## src/rtl/csa_resolver.sv

```systemverilog
// rtl/csa_resolver.sv - chunked carry-propagate resolver for the sum/carry vectors of the carry-save tree
// Resolves CHUNK bits per cycle, LS chunk first; valid/ready on both sides.
module csa_resolver #(
    parameter int WIDTH = 32,
    parameter int CHUNK = 8
) (
    input  logic             clk,
    input  logic             rst_n,
    input  logic             in_valid,
    output logic             in_ready,
    input  logic [WIDTH-1:0] in_a,
    input  logic [WIDTH-1:0] in_b,
    output logic             out_valid,
    input  logic             out_ready,
    output logic [WIDTH-1:0] out_sum,
    output logic             out_cout,
    output logic             busy
);

    localparam int N  = WIDTH / CHUNK;
    localparam int KW = (N > 1) ? $clog2(N) : 1;
    localparam int OW = (WIDTH > 1) ? $clog2(WIDTH) : 1;
    localparam logic [KW-1:0] K_LAST = KW'(N - 1);

    typedef enum logic [1:0] {
        S_IDLE,
        S_RUN,
        S_DONE
    } state_t;

    state_t           state_q;
    logic [WIDTH-1:0] a_q;
    logic [WIDTH-1:0] b_q;
    logic [WIDTH-1:0] sum_q;
    logic             carry_q;
    logic             cout_q;
    logic [KW-1:0]    k_q;
    logic             out_valid_q;
    logic             busy_q;

    logic [OW-1:0]    off_d;
    logic [CHUNK-1:0] chunk_a_d;
    logic [CHUNK-1:0] chunk_b_d;
    logic [CHUNK:0]   chunk_sum_d;
    logic             accept_d;

    // The only carry path between chunks is carry_q, so the adder is CHUNK+1 bits wide.
    always_comb begin
        off_d       = OW'(int'(k_q) * CHUNK);
        chunk_a_d   = a_q[off_d +: CHUNK];
        chunk_b_d   = b_q[off_d +: CHUNK];
        chunk_sum_d = {1'b0, chunk_a_d} + {1'b0, chunk_b_d} + {{CHUNK{1'b0}}, carry_q};
    end

    // DONE hands the slot straight to a new operand pair once the result leaves.
    assign in_ready = (state_q == S_IDLE) || ((state_q == S_DONE) && out_ready);
    assign accept_d = in_valid && in_ready;

    always_ff @(posedge clk or negedge rst_n) begin
        if (!rst_n) begin
            state_q     <= S_IDLE;
            a_q         <= '0;
            b_q         <= '0;
            sum_q       <= '0;
            carry_q     <= 1'b0;
            cout_q      <= 1'b0;
            k_q         <= '0;
            out_valid_q <= 1'b0;
            busy_q      <= 1'b0;
        end else begin
            case (state_q)
                S_IDLE: begin
                    if (accept_d) begin
                        a_q     <= in_a;
                        b_q     <= in_b;
                        k_q     <= '0;
                        carry_q <= 1'b0;
                        busy_q  <= 1'b1;
                        state_q <= S_RUN;
                    end
                end
                S_RUN: begin
                    sum_q[off_d +: CHUNK] <= chunk_sum_d[CHUNK-1:0];
                    carry_q               <= chunk_sum_d[CHUNK];
                    k_q                   <= k_q + 1'b1;
                    if (k_q == K_LAST) begin
                        cout_q      <= chunk_sum_d[CHUNK];
                        k_q         <= '0;
                        busy_q      <= 1'b0;
                        out_valid_q <= 1'b1;
                        state_q     <= S_DONE;
                    end
                end
                S_DONE: begin
                    if (out_ready) begin
                        out_valid_q <= 1'b0;
                        if (accept_d) begin
                            a_q     <= in_a;
                            b_q     <= in_b;
                            k_q     <= '0;
                            carry_q <= 1'b0;
                            busy_q  <= 1'b1;
                            state_q <= S_RUN;
                        end else begin
                            state_q <= S_IDLE;
                        end
                    end
                end
                default: begin
                    state_q     <= S_IDLE;
                    out_valid_q <= 1'b0;
                    busy_q      <= 1'b0;
                end
            endcase
        end
    end

    assign out_valid = out_valid_q;
    assign busy      = busy_q;
    assign out_sum   = sum_q;
    assign out_cout  = cout_q;

endmodule
```

## config.mk

```make
export PLATFORM = sky130hd
export DESIGN_NAME = csa_resolver
export DESIGN_NICKNAME = d
export VERILOG_FILES = /design/src/rtl/csa_resolver.sv
export SDC_FILE = /design/constraint.sdc
export NUM_CORES = 1
export LEC_CHECK = 0
export CAP_MARGIN = 20
export CORE_AREA = 2 2 104 106
export CTS_BUF_LIST = sky130_fd_sc_hd__clkbuf_2 sky130_fd_sc_hd__clkbuf_4 sky130_fd_sc_hd__clkbuf_8
export CTS_CLUSTER_DIAMETER = 30
export CTS_CLUSTER_SIZE = 10
export DETAILED_ROUTE_END_ITERATION = 10
export DIE_AREA = 0 0 106 108
export PLACE_DENSITY_LB_ADDON = 0.1
export SLEW_MARGIN = 25
export SYNTH_ARGS = -nofsm -noshare
export SYNTH_HDL_FRONTEND = slang
export SYNTH_SLANG_ARGS = --single-unit
```

## constraint.sdc

```tcl
create_clock -name clk -period 3.02 [get_ports clk]
set_input_delay 0.906 -clock clk [delete_from_list [all_inputs] [get_ports clk]]
set_output_delay 0.906 -clock clk [all_outputs]
set_load 0.01 [all_outputs]
```

== Word level (Yosys, flattened, before mapping) ==
Index checks and enable logic that the tools add are counted.

* Register bits: 104
* Output and inout port bits: 36
* Word-level logic and storage cells: 62

* Add/subtract/negate cells: 4
* Equality and inequality tests: 6
* Shift operators: 4
* Multiplexer cells: 26
* Bitwise operators: 1
* Reduce and logical (&&, ||, !) cells: 12

{| class="wikitable"
|+ Operators with widths
! kind !! count
|-
| 2-to-1 mux 32 bit || 4
|-
| one-hot mux 32 bit (2 select lines) || 2
|-
| variable part select 32 x 6 -> 8 bit || 2
|-
| bitwise mux 32 bit || 1
|-
| variable shift 8 x 7 -> 32 bit (first input constant) || 1
|-
| variable part select 8 x 7 -> 32 bit || 1
|-
| 2-to-1 mux 2 bit || 6
|-
| one-hot mux 2 bit (3 select lines) || 2
|-
| adder 8 x 8 -> 9 bit || 1
|-
| adder 9 x 1 -> 9 bit || 1
|-
| one-hot mux 1 bit (3 select lines) || 3
|-
| 2-to-1 mux 1 bit || 8
|-
| AND reduction 2 bit || 4
|-
| negation 5 -> 7 bit || 1
|-
| inequality test 2 bit (second input constant) || 3
|-
| AND reduction 3 bit || 2
|-
| == test 2 bit (second input constant) || 2
|-
| nonzero test 3 bit || 1
|-
| adder 2 x 1 -> 2 bit (second input constant) || 1
|-
| == test 2 x 1 -> 1 bit (second input constant) || 1
|-
| logical AND 1 bit || 2
|-
| zero test 2 bit || 1
|-
| nonzero test 2 bit || 1
|-
| logical OR 1 bit || 1
|-
| NOT 1 bit || 1
|}

== Longest topological paths before layout ==
Gate-level depths: netlist of the first run.

* Word-level depth: 7
* Gate-level depth with buffers: 9

== Worst setup path after synthesis of the first run ==
Ideal clock, no wire load.

* Kind: register to register
* Start: register k_q[0]
* End: register sum_q[22], in the netlist out_sum[22]
* Setup time: 0.121 ns
* Data arrival time: 2.985 ns
* Required time: 2.899 ns
* Path slack: -0.086 ns
* Stages on the path, launching flop included: 9
* Path buffers: 1
* Clock period less this slack: 3.106 ns
* Path through: dfrtp_1 -> buf_2 -> mux4_2 -> fa_1 -> fa_1 -> a21o_1 -> a221o_1 -> xor2_1 -> a22o_1

* Cells in the longest elaborated chain, start to end: 5
* Elaborated cells on any way between the ends: 8
* Classes of those cells: add/sub (3); shift (4); mux (1)

{| class="wikitable"
|+ Ends and longest elaborated chain
! item !! line !! RTL
|-
| start: declaration || 37 || <nowiki>logic [KW-1:0] k_q;</nowiki>
|-
| start signal: assignment || 85 || <nowiki>k_q <= k_q + 1'b1;</nowiki>
|-
| variable part select 32 x 6 -> 8 bit, on equally long branches || 50, 51 ||
|-
| adder 8 x 8 -> 9 bit || 52 || <nowiki>chunk_sum_d = {1'b0, chunk_a_d} + {1'b0, chunk_b_d} + {{CHUNK{1'b0}}, carry_q};</nowiki>
|-
| adder 9 x 1 -> 9 bit || 52 ||
|-
| variable part select 8 x 7 -> 32 bit || 83 || <nowiki>sum_q[off_d +: CHUNK] <= chunk_sum_d[CHUNK-1:0];</nowiki>
|-
| bitwise mux 32 bit * || 83 ||
|-
| end signal: indexed assignment || 83 ||
|-
| end: declaration || 34 || <nowiki>logic [WIDTH-1:0] sum_q;</nowiki>
|}

Mark *: on every way between the ends. The rest lies on a longest branch, timed or not.
A chain may end at the register's enable or synchronous reset.

== Worst setup path in the final report of the first run ==
* Start: register k_q[0]
* End: register sum_q[30], in the netlist out_sum[30]

Same word-level chain as after synthesis.

==> results.md, run 1 <==
* Status: completed
* Fmax at around 350 MHz
* # IOs at 104
* Clk Latency, worst-skew pair at 0.36 ns
* Post-synth ARST share at 100%
* RSZ-0062 raised after global routing: false
* Slack of the critical path at 0.142 ns
* ANT cells at 0
* Crit-path slowest cell: mux4_2
* Crit-path max cell delay at 0.60 ns
* Crit path cell chain: buf_4 > mux4_2 > fa_1 > a21o_1 > a221o_1 > xor2_2 > a22o_1
* Final Max Tran Viols at 0
* Vias at 3096
* Synthesized instance count at 322
* Layout Nets at around 520
* TritonRoute pass-1 iters at 5
* Post-synthesis xor/xnor area fraction at less than 1%
* Tcrit/Tclk final at approximately 95%
* Initial Util at about 47%
* DRC viols at 0
* Sequential power share at a little under a third
* Yosys reg bits at 104
* First-pass GRT wire length at 16.7 mm
* Clk pin slew, worst setup/hold paths at 0.11 ns
* IO Port Bufs at 103
* CP arrival at 3.14 ns
* CP Class: reg -> reg
* CORE AREA at 0.0102 mm2
* CP max FO at 13
* Synthesized-area fraction occupied by adder cells at about 4.2%
* Unique masters post-synth at between 40 and 50
* WL per Instance at 17.4 um
* Cts bufs inserted at 9
* Worst setup EP type: register
* Syn. warnings at 0
* Sw frac at 40.9%
* Final min period at 2.88 ns
* Clock Sinks at roughly 100
* Routability Congestion at 0.759
* Max Cap Violations at 0
* Row cnt at 37
* Leak at 2.62 nW
* H-tree Lvls at 3
* Final Setup Violations at 0
* Clock Path Buffers at 2
* Gr ovfl total at 0
* Power per cell area at ~1200 mW/mm2
* DRT antenna net count at 0
* Main synth FF type: dfrtp_1
* Combinational Power Share at 57.4%
* Largest net degree at the start of global routing at a little under 70
* Final Hold Fails at 0
* Initial antenna violation count at 0
* Worst-Margin Slew at 0.672 ns
* Post-Synth Simple-Gate Area at 5.72%
* Die height at approximately 110 um
* Total Neg Setup Slack at 0 ns
* Layout cells sized above 1 at about a quarter
* Post-synthesis mux area share at a little under a quarter
* Fillers at 807
* Die Wd at 106 um
* Tot GR Track Use at 18.8%
* Via density at between 5 and 6
* Worst VDD drop at 0.732 mV
* Post-Place Worst Slack at -0.0101 ns
* Psw at between 3 and 4 mW
* WL final at 9.97 mm
* Hold WC Path Type: reg -> reg
* CTS tree: built
* EDFF count, synth at 0
* Total power at about 7.6 mW
* Avg Cell Area, Syn at 14.9 um2
* DRT iter0 DRCs at 167
* Seq/Total Area, Yosys at 54.4%
* Area delta synth->final at 29.7%
* Final Skew at 0.0129 ns
* Largest family of logic cells by synthesized area: multiplexers
* Postcts setup bufs at 0
* Die ar. at 0.0114 mm2
* Number of global-route vias before repair at 3234
* Crit start category: register
* Clk pwr share at 11.0%
* Synthesized Nets at 405
* DP Wirelength at about 7.4 mm
* Clk Tree Root Cell: clkbuf_8
* Max-slew headroom at between 50% and 60%
* Internal power at 4.49 mW
* Mapped cell area at between 0.004 and 0.005 mm2
* Compound-Gate Fraction of Synth Area at 9.54%
* Worst Path Required at between 3 and 4 ns
-- state kept, by name, summed over array words and instances, names as in the netlist --
signal     flops
carry_q        1
busy           1
out_sum       32
b_q           32
k_q            2
out_cout       1
a_q           32
out_valid      1
state_q        2
-- path summary, 6_finish.rpt --
check,depth (start not counted),startpoint,slack (ns),to
min,1,a_q[13]$_DFFE_PN0P_,0.49,a_q[13]$_DFFE_PN0P_
max,7,k_q[0]$_DFFE_PN0P_,0.14,out_sum[30]$_DFFE_PN0P_
max in group asynchronous,2,rst_n,1.83,b_q[10]$_DFFE_PN0P_
min reg2reg,1,a_q[13]$_DFFE_PN0P_,0.49,a_q[13]$_DFFE_PN0P_
min in group asynchronous,1,rst_n,0.54,a_q[11]$_DFFE_PN0P_
max reg2reg,7,k_q[0]$_DFFE_PN0P_,0.14,out_sum[30]$_DFFE_PN0P_
-- per-layer routing --
| metal | GRT usage (%) | routed length (um) |
|---|---|---|
| met1 | 25.6 | 4590 |
| met3 | 3.07 | 451 |
| met5 | 0 | 0 |
| met2 | 31.6 | 4820 |
| met4 | 5.36 | 110 |
-- area by class of cell --
class	instances	area, um2	share of cell area [%]
Clock inverter	6	57.6	0.927
Inverter	10	37.5	0.605
Clock buffer	10	131	2.12
Timing Repair Buffer	113	1130	18.2
Multi-Input combinational cell	194	2080	33.5
Tap cell	136	170	2.74
Sequential cell	104	2600	41.9
-- cells in the mapped netlist (3+ instances only) --
master | number | area, um2
o31ai_1 | 3 | 22.5
a21o_1 | 4 | 30.0
buf_2 | 10 | 50.1
dfrtp_1 | 104 | 2600
xnor2_1 | 3 | 26.3
a21oi_1 | 9 | 45.0
ha_1 | 13 | 163
nor2_1 | 3 | 11.3
mux2_2 | 48 | 541
mux4_2 | 16 | 360
a22o_1 | 24 | 210
nand2_1 | 12 | 45.0
mux2_1 | 16 | 180
o21ai_0 | 6 | 30.0
a32o_1 | 4 | 40.0
inv_1 | 10 | 37.5
-- placed cells by master, fill, tap and decap left out, types with 4 or more instances in the layout --
master	synthesis	routed
mux2_1	16	16
mux2_2	48	48
mux4_2	16	16
ha_1	13	13
buf_4	2	9
a22o_1	24	24
a21oi_1	9	8
a32o_1	4	4
a21o_1	4	4
clkdlybuf4s50_1	0	101
nand2_1	12	12
clkbuf_8	0	9
inv_1	10	10
dfrtp_1	104	103
o21ai_0	6	6
-- timing repair --
item	CTS	global route
hold endpoints to repair	0	0
hold buffers	0	0
gates resized for setup	1	4
gates cloned	0	0
setup endpoints to repair	1	10
-- worst max-delay path, delay by kind of cell, from the launching register on --
kind                     cells  cell delay (ns)
flip-flops                   1             0.42
adder cells (fa/ha/maj)      1             0.47
AO/OA/AOI/OAI                3             0.80
multiplexers                 1             0.60
buffers and inverters        1             0.30
XOR/XNOR                     1             0.19
-- power by group through the flow --
stage	logic, mW	registers (mW)	clock network, mW
6_report	4.36	2.40	0.835
3_5_place_dp	4.31	2.44	0
3_3_place_gp	4.22	2.42	0
2_1_floorplan	2.99	2.38	0
5_1_grt	4.82	2.48	0.923
4_1_cts	4.33	2.40	0.860
-- cell families (layout without fill, tap and decap cells) --
| group | after synthesis | in the layout |
|---|---|---|
| adder cells (fa/ha/maj) | 15 | 15 |
| flip-flops | 104 | 104 |
| XOR/XNOR | 4 | 4 |
| multiplexers | 81 | 81 |
| buffers and inverters | 24 | 139 |
| AO/OA/AOI/OAI | 60 | 60 |
| AND/OR/NAND/NOR | 34 | 34 |
-- through the flow --
| stage | area, um2 | std cells | hold slack (ns) | util (%) |
|---|---|---|---|---|
| after floorplan | 4790 | 322 | 0.452 | - |
| after global placement | 6010 | 557 | 0.467 | 58.7 |
| after global routing | 6210 | 573 | 0.504 | 60.7 |
| after detailed placement | 6010 | 557 | 0.471 | 58.7 |
| after CTS | 6190 | 573 | 0.497 | 60.5 |
| final | 6210 | 573 | 0.492 | 60.7 |
(Power assumes the default switching activity.)
==> run 2: changes to the inputs <==
--- a/config.mk
+++ b/config.mk
@@ -6,14 +6,15 @@
 export NUM_CORES = 1
 export LEC_CHECK = 0
 export CAP_MARGIN = 20
-export CORE_AREA = 2 2 104 106
+export CORE_AREA = 2 2 97 99
 export CTS_BUF_LIST = sky130_fd_sc_hd__clkbuf_2 sky130_fd_sc_hd__clkbuf_4 sky130_fd_sc_hd__clkbuf_8
 export CTS_CLUSTER_DIAMETER = 30
 export CTS_CLUSTER_SIZE = 10
 export DETAILED_ROUTE_END_ITERATION = 10
-export DIE_AREA = 0 0 106 108
+export DIE_AREA = 0 0 99 101
+export GPL_TIMING_DRIVEN = 0
 export PLACE_DENSITY_LB_ADDON = 0.1
-export SLEW_MARGIN = 25
+export SLEW_MARGIN = 5
 export SYNTH_ARGS = -nofsm -noshare
 export SYNTH_HDL_FRONTEND = slang
 export SYNTH_SLANG_ARGS = --single-unit
==> constraint.sdc (replaced) <==
create_clock -name clk -period 3.54 [get_ports clk]
set_input_delay 1.062 -clock clk [delete_from_list [all_inputs] [get_ports clk]]
set_output_delay 1.062 -clock clk [all_outputs]
set_load 0.01 [all_outputs]
==> results.md, run 2 (synthesis results as in run 1) <==
* Status: completed
* DRT antenna net count at 0 (unchanged)
* CP max FO at 3 (-10)
* Hold slack at 0.490 ns (-0.00173 ns)
* # hold bufs at CTS at 0 (unchanged)
* Power per cell area at 1050 mW/mm2 (-14%)
* Met3 Use GR at 3.33% (+0.25 points)
* Postcts setup bufs at 0 (unchanged)
* Initial Util at 53.3% (+6.5 points)
* Clock Sinks at 104 (unchanged)
* Initial antenna violation count at 0 (unchanged)
* Final Hold Fails at 0 (unchanged)
* Routability Congestion at 0.777 (+2.4%)
* Commonest non-fill, non-tap cell in the layout: dfrtp_1
* Worst-Margin Slew at 0.586 ns (-0.0864 ns)
* Number of global-route vias before repair at 3157 (-2.4%)
* Sequential Area at 0.00260 mm2 (about the same)
* Sequential power share at 31.2% (-0.4 points)
* Sw frac at 41.3% (+0.32 points)
* Clock Path Buffers at 2 (unchanged)
* IO Port Bufs at 103 (unchanged)
* Fmax at 296 MHz
* Combinational Power Share at 58.1% (+0.7 points)
* Reg2reg path depth at 9 (+2)
* Fillers at 676 (-16%)
* Tcrit/Tclk final at a little over nine tenths
* GRT met2 Usage at 35.8% (+4.2 points)
* First-pass GRT wire length at 16.5 mm (-1.2%)
* Vias at 3119 (+0.74%)
* DP Wirelength at 7.51 mm (+1.1%)
* Tot GR Track Use at 21.6% (+2.8 points)
* Worst setup EP type: output port
* Max Cap Violations at 0 (unchanged)
* Grt met1 use at 29.6% (+4.0 points)
* Internal power at 3.81 mW (-15%)
* Final Max Tran Viols at 0 (unchanged)
* CORE AREA at 0.00898 mm2 (-12%)
* CP endpoint: in_ready
* Busiest grt layer: met2
* H-tree Lvls at 3 (unchanged)
* ANT cells at 0 (unchanged)
* TritonRoute pass-1 iters at 4 (-1)
* Gr ovfl total at 0 (unchanged)
* Die height at 101 um (-6.5%)
* Most frequent cells in the layout: dfrtp_1 (104), clkdlybuf4s50_1 (102), mux2_2 (48)
* Worst r2r src: k_q[1]$_DFFE_PN0P_
* Clk Tree Root Cell: clkbuf_8
* CP Class: in -> out
* Largest net degree at the start of global routing at 63 (-8.7%)
* Leak at 2.64 nW (+0.39%)
* CTS tree: built
* Clk Latency, worst-skew pair at 0.37 ns (about the same)
* Clk pin slew, worst setup/hold paths at 0.10 ns (about the same)
* Die ar. at 0.0100 mm2 (-13%)
* Final Skew at 0.0108 ns (-0.00213 ns)
* Via density at 5.64 (+4.4%)
* DRC viols at 0 (unchanged)
* Psw at 2.68 mW (-14%)
* WL final at 10.1 mm (+1.2%)
* DRT iter0 DRCs at 111 (-34%)
* Final min period at 3.38 ns
* WL per Instance at 18.3 um (+4.9%)
* Worst VDD drop at 0.616 mV (-16%)
* Clk pwr share at 10.7% (-0.3 points)
* R2R setup slack at 0.18 ns (+0.04 ns)
* Worst Path Required at 2.48 ns (-0.80 ns)
* Final Setup Violations at 0 (unchanged)
* Die Wd at 99 um (-6.6%)
* Layout cells sized above 1 at 24.0% (+0.18 points)
* Crit start category: input pin
* Area delta synth->final at 29.1%
* CP arrival at 2.32 ns (-0.82 ns)
* Row cnt at 35 (-5.4%)
* Final Core Density at 68.8% (+8.1 points)
* Layout Nets at 520 (+0.97%)
* Multi-input logic area at 0.00207 mm2 (-0.66%)
* Cts bufs inserted at 9 (unchanged)
* Worst setup path startpoint: out_ready
* Hold WC Path Type: reg -> reg
* Max-slew headroom at 61.0% (+5.8 points)
* # IOs at 104 (unchanged)
* RSZ-0062 raised after global routing: false
* RR Endpoint: carry_q$_DFFE_PN0P_
[run 2: worst min path at each step]
stage,slack [ns],end,cells past startpoint,start
after floorplan,0.45,a_q[16]$_DFFE_PN0P_,1,a_q[16]$_DFFE_PN0P_
after detailed placement,0.47,a_q[17]$_DFFE_PN0P_,1,a_q[17]$_DFFE_PN0P_
after global placement,0.46,out_sum[26]$_DFFE_PN0P_,2,out_sum[26]$_DFFE_PN0P_
final,0.49,a_q[11]$_DFFE_PN0P_,1,a_q[11]$_DFFE_PN0P_
after CTS,0.49,a_q[17]$_DFFE_PN0P_,1,a_q[17]$_DFFE_PN0P_
after global routing,0.51,a_q[25]$_DFFE_PN0P_,1,a_q[25]$_DFFE_PN0P_
[run 2: cell type report]
cell class                      instances  share of cell area, %
Clock inverter                          7                  0.911
Tap cell                              111                   2.25
Buffer                                 14                   1.56
Inverter                               10                  0.608
Multi-Input combinational cell        194                   33.5
Clock buffer                            9                   2.00
Timing Repair Buffer                  104                   17.1
Sequential cell                       104                   42.1
[run 2: what timing repair did]
| item | in CTS | in global routing |
|---|---|---|
| resized for setup | 2 | 3 |
| hold endpoints to repair | 0 | 0 |
| endpoints found under the setup margin | 4 | 6 |
| cloned | 0 | 0 |
[run 2: through the flow]
step | TNS, ns | area (um2) | total power [mW] | cells | setup WS (ns)
after floorplan | 0 | 4790 | 4.58 | 322 | 0.434
after global placement | -260.48 | 5960 | 5.66 | 536 | -2.51
after detailed placement | -0.125 | 5980 | 5.79 | 537 | -0.0374
after CTS | 0 | 6170 | 6.52 | 553 | 0.0292
after global routing | 0 | 6180 | 7.00 | 553 | 0.00174
final | 0 | 6180 | 6.48 | 553 | 0.161
[run 2: critical path, cell delays in order]
cell,delay (ns)
clkdlybuf4s50_1,0.50
inv_1,0.07
a21oi_1,0.14
clkdlybuf4s50_1,0.54
[run 2: power groups by stage]
stage	registers, mW	logic (mW)	clock network [mW]
finish	2.03	3.77	0.692
global route	2.10	4.14	0.757
CTS	2.03	3.79	0.706
detailed placement	2.05	3.74	0
global placement	2.04	3.62	0
floorplan	2.03	2.55	0
[run 2: per-layer routing]
metal / vias to the layer above / routed length, um
met1: 1582 / 4530
met3: 11 / 420
met5: - / 0
met2: 84 / 5000
met4: 0 / 142
li1: 1442 / -
==> run 3: changes to the inputs <==
--- a/config.mk
+++ b/config.mk
@@ -6,12 +6,12 @@
 export NUM_CORES = 1
 export LEC_CHECK = 0
 export CAP_MARGIN = 20
-export CORE_AREA = 2 2 97 99
+export CORE_AREA = 2 2 142 144
 export CTS_BUF_LIST = sky130_fd_sc_hd__clkbuf_2 sky130_fd_sc_hd__clkbuf_4 sky130_fd_sc_hd__clkbuf_8
 export CTS_CLUSTER_DIAMETER = 30
 export CTS_CLUSTER_SIZE = 10
 export DETAILED_ROUTE_END_ITERATION = 10
-export DIE_AREA = 0 0 99 101
+export DIE_AREA = 0 0 144 146
 export GPL_TIMING_DRIVEN = 0
 export PLACE_DENSITY_LB_ADDON = 0.1
 export SLEW_MARGIN = 5
==> results.md, run 3 (synthesis results as in run 1) <==
* Status: completed
* Vias at 3116 (-0.096%)
* CTS tree: built
* IO Port Bufs at 103 (unchanged)
* Initial antenna violation count at 1 (+1)
* DRT antenna net count at 0 (unchanged)
* Final Core Density at 33.3% (-36 points)
* DRC viols at 0 (unchanged)
* DRT iter0 DRCs at 98 (-12%)
* Multi-input logic area at 0.00207 mm2 (unchanged)
* Worst-Margin Slew at 0.606 ns (+0.0202 ns)
* WHS Path Cells at 1 (unchanged)
* Worst VDD drop at 0.521 mV (-16%)
* # IOs at 104 (unchanged)
* Gr ovfl total at 0 (unchanged)
* Post-Place Worst Slack at -0.153 ns (-0.115 ns)
* Clock Path Buffers at 2 (unchanged)
* Worst setup EP type: output port
* CP Class: in -> out
* Reg2reg path depth at 9 (unchanged)
* HP Start: a_q[25]$_DFFE_PN0P_
* Worst Path Required at 2.48 ns (about the same)
* Hold WC Path Type: reg -> reg
* Layout cells sized above 1 at 24.0% (unchanged)
* Commonest non-fill, non-tap cell in the layout: dfrtp_1
* Crit-path slowest cell: clkdlybuf4s50_1
* Area delta synth->final at 34.3%
* Most used cell, CP: clkdlybuf4s50_1
* DP Wirelength at 9.31 mm (+24%)
* Routability Congestion at 0.726 (-6.7%)
* Final Skew at 0.0121 ns (+0.00136 ns)
* Clk Tree Root Cell: clkbuf_8
* Leak at 2.67 nW (+1.4%)
* CP arrival at 2.40 ns (+0.08 ns)
* Die Wd at 144 um (+45%)
* Cts bufs inserted at 9 (unchanged)
* Largest net degree at the start of global routing at 75 (+19%)
* Sequential power share at 30.2% (-1.0 points)
* Tcrit/Tclk final at 97.8% (+2.4 points)
* Initial Util at 24.8% (-29 points)
* Max-slew headroom at 59.3% (-1.6 points)
* Crit path cell chain: clkdlybuf4s50_1 > inv_1 > a21oi_1 > clkdlybuf4s50_1
* Power per cell area at 1050 mW/mm2 (about the same)
* Postcts setup bufs at 0 (unchanged)
* Max Cap Violations at 0 (unchanged)
* Clk pwr share at 12.7% (+2.0 points)
* Crit start category: input pin
* Clk Latency, worst-skew pair at 0.38 ns (about the same)
* Number of global-route vias before repair at 3327 (+5.4%)
* Final Setup Violations at 0 (unchanged)
* RR Endpoint: out_sum[22]$_DFFE_PN0P_
* Tot GR Track Use at 12.8% (-8.8 points)
* Crit-path max cell delay at 0.57 ns (+0.03 ns)
* Hold Path End: a_q[25]$_DFFE_PN0P_
* # hold bufs at CTS at 0 (unchanged)
* Sw frac at 41.0% (-0.30 points)
* Final Max Tran Viols at 0 (unchanged)
* Slack of the critical path at 0.0775 ns (-0.0837 ns)
* R2R setup slack at 0.19 ns (about the same)
* WL final at 12.7 mm (+25%)
* Sequential Area at 0.00260 mm2 (unchanged)
* WL per Instance at 17.9 um (-2.0%)
* TritonRoute pass-1 iters at 4 (unchanged)
* Combinational Power Share at 57.1% (-1.0 points)
* Top delay family on crit path: buffers and inverters
* Clock Sinks at 104 (unchanged)
* Die height at 146 um (+45%)
* Hold slack at 0.488 ns (-0.00149 ns)
* Total Neg Setup Slack at 0 ns (unchanged)
* Psw at 2.76 mW (+3.3%)
* Worst r2r src: k_q[1]$_DFFE_PN0P_
* Fmax at 289 MHz (-2.4%)
* Final min period at 3.46 ns (+0.0837 ns)
* CP max FO at 3 (unchanged)
* Final Hold Fails at 0 (unchanged)
* RSZ-0062 raised after global routing: false
* H-tree Lvls at 3 (unchanged)
* First-pass GRT wire length at 19.9 mm (+20%)
* Fillers at 1946 (+190%)
* Internal power at 3.98 mW (+4.6%)
* Die ar. at 0.0210 mm2 (+110%)
* Buffers & Inverters on Critical Path at 3 (unchanged)
* Most frequent cells in the layout: dfrtp_1 (104), clkdlybuf4s50_1 (102), mux2_2 (48)
* Row cnt at 51 (+46%)
* CORE AREA at 0.0193 mm2 (+120%)
* Total power at 6.75 mW (+4.1%)
* Clk pin slew, worst setup/hold paths at 0.10 ns (about the same)
* Via density at 4.40 (-22%)
* Layout Nets at 520 (unchanged)
[run 3: cell type report]
cell class                 instances  share of cell area (%)
multi-input combinational        194                    32.1
sequential                       104                    40.5
timing repair buffer             104                    16.5
clock inverter                     5                    1.23
buffer                            14                    1.54
antenna                            1                  0.0389
tap                              265                    5.16
clock buffer                      11                    2.35
inverter                          10                   0.584
[run 3: what timing repair did]
item | in CTS | in global routing
gates cloned | 0 | 0
resized for setup | 3 | 2
setup endpoints to repair | 6 | 5
endpoints found under the hold margin | 0 | 0
[run 3: through the flow]
stage          instances  instance area (um2)
2_1_floorplan        322                 4790
3_3_place_gp         690                 6150
3_5_place_dp         691                 6180
4_1_cts              707                 6420
5_1_grt              707                 6430
6_report             708                 6430
[run 3: routing by layer]
layer / vias up / global-route usage (%) / share of wire (%)
met2: 72 / 19.7 / 47
li1: 1440 / - / -
met1: 1593 / 18.2 / 48
met3: 11 / 2.37 / 4.0
met5: - / 0 / 0
met4: 0 / 4.12 / 1.2
[run 3: worst register-to-register path: stages (launching register included)]
cell and delay [ns]:
dfrtp_1 0.41, clkbuf_4 0.27, buf_4 0.28, mux4_2 0.38, fa_1 0.47, fa_1 0.42
a21o_1 0.22, a221o_1 0.37, xor2_2 0.20, a22o_1 0.22
[run 3: worst max-delay path by stage]
stage / from / cells after the start / slack (ns) / to
6_report: out_ready / 4 / 0.08 / in_ready
5_1_grt: out_ready / 4 / 0.006 / in_ready
4_1_cts: out_ready / 4 / 0.04 / in_ready
3_5_place_dp: k_q[1]$_DFFE_PN0P_ / 9 / -0.15 / out_sum[22]$_DFFE_PN0P_
3_3_place_gp: rst_n / 1 / -2.90 / b_q[18]$_DFFE_PN0P_
2_1_floorplan: k_q[0]$_DFFE_PN0P_ / 8 / 0.43 / out_sum[22]$_DFFE_PN0P_
[run 3: power by group through the flow]
| stage | Sequential (mW) | Combinational, mW | Clock, mW |
|---|---|---|---|
| floorplan | 2.03 | 2.55 | 0 |
| global placement | 2.06 | 3.86 | 0 |
| detailed placement | 2.07 | 3.90 | 0 |
| CTS | 2.04 | 3.95 | 0.903 |
| global route | 2.12 | 4.28 | 0.947 |
| finish | 2.04 | 3.85 | 0.856 |
==> patch, RTL diff (settings of run 1) <==
The 3 states of `state_t` get a one-hot encoding in 3 bits.
--- a/src/rtl/csa_resolver.sv
+++ b/src/rtl/csa_resolver.sv
@@ -24,6 +24,6 @@
 
-    typedef enum logic [1:0] {
-        S_IDLE,
-        S_RUN,
-        S_DONE
+    typedef enum logic [2:0] {
+        S_IDLE = 3'b001,
+        S_RUN  = 3'b010,
+        S_DONE = 3'b100
     } state_t;
Behaviour: same outputs for any inputs over 4 cycles, from zero or initial values and one cycle with rst_n low; so few cycles prove little.
==> patch against run 1 <==
Setup slack better by 0.025 ns. Global-route usage grew 0.13 points. Hold slack gained 0.0045 ns. First-iteration DRC count decreased by 41%. Total power shrank 9.0%. Area after synthesis is 1.6% higher. Cell area rose by 2.1%. Sequential cell count rose by 1. Wire length rose by 0.78%. Die area unchanged. Synthesized cell count increased by 6.2%. Largest power group unchanged.
==> patch: results (changes against run 1) <==
status=complete, no violations; syn_nets=425 (+4.9%); period utilization=94.5% (-0.81 points); leakage=0.00266 uW (+1.3%); GR Layer Usage met2=32.1% (+0.51 points); hold path startpoint=out_sum[31]; largest net degree at the start of global routing=55 (-20%); Max Clock Skew=0.0126 ns (-0.000293 ns); peak supply drop=600 uV (-18%); Initial DRC Count=98 (-41%); Worst Path Arrival=1.95 ns (-1.19 ns); P_sw=2570 uW (-17%); gpl congestion=0.770 (+1.5%); GR Util met3=3.86% (+0.78 points); worst setup path end=in_ready; r2r endpoint=carry_q; Final HPWL DP=7520 um (+1.2%); met3 routed WL=422 um (-6.4%); Fillers=844 (+4.6%); Commonest cells post-synth=dfrtp_1 (104), mux2_2 (48), a22o_1 (24), nand2_1 (21); Setup crit start=out_ready; share of layout cells above drive strength 1=27.5% (+3.7 points); Gate power share=52.7% (-4.7 points); vias after detailed routing=3,166 (+2.3%); DR WL/cell=16.8 um (-3.4%); Slew HR=54.3% (-0.83 points); met1 global-route usage=24.7% (-0.89 points); clock root cell=clkbuf_8; net total in the final layout=540 (+4.9%); worst r2r path cells=8 (+1); Seq. pwr=2300 uW (-4%); first-pass GRT wire length=16,900 um (+1.2%); Seq/Total Area, Yosys=54.1% (-0.31 points); R2R Setup Slk=0.24 ns (+0.10 ns)
patch: logic make-up after synthesis:
group | count (synthesis) | synth area share [%]
fa+ha+maj | 15 | 4.17
compound gates | 64 | 9.44
buf+inv | 18 | 2.37
simple gates | 56 | 5.79
xor+xnor | 4 | 0.720
mux | 80 | 23.5
flops | 105 | 54.1
patch: repair_timing:
item / CTS / global route
setup buffers: 0 / 0
pin swaps: 0 / 2
gates resized for setup: 1 / 6
endpoints found under the setup margin: 1 / 14
patch: worst register-to-register path, stage by stage (launching register included):
cell and delay [ns]:
dfrtp_2 0.44, mux4_2 0.54, fa_2 0.41, fa_1 0.43, a21oi_1 0.14, o21ai_0 0.11, o21ba_2 0.23, o211ai_1 0.23
o211ai_1 0.12
patch: area by class of cell:
| cell class | count | share of cell area [%] |
|---|---|---|
| well taps | 136 | 2.69 |
| inverters | 3 | 0.178 |
| clock buffers | 10 | 2.07 |
| repair buffers | 119 | 18.4 |
| flip-flops and latches | 105 | 41.5 |
| clock inverters | 6 | 1.50 |
| multi-input cells | 219 | 33.6 |
patch: stage by stage:
stage | instance area (sq um) | instances | setup TNS, ns
6_report | 6340 | 598 | 0
5_1_grt | 6340 | 598 | 0
4_1_cts | 6320 | 598 | 0
3_5_place_dp | 6090 | 582 | -0.115
3_3_place_gp | 6090 | 582 | -0.0703
2_1_floorplan | 4870 | 342 | 0
patch: how the worst min path moves through the flow:
stage,endpoint,cells past startpoint,slack [ns]
2_1_floorplan,a_q[16],1,0.48
3_3_place_gp,out_sum[31],2,0.47
3_5_place_dp,out_sum[10],2,0.48
4_1_cts,out_sum[10],2,0.50
5_1_grt,a_q[1],1,0.53
6_report,out_sum[31],2,0.50
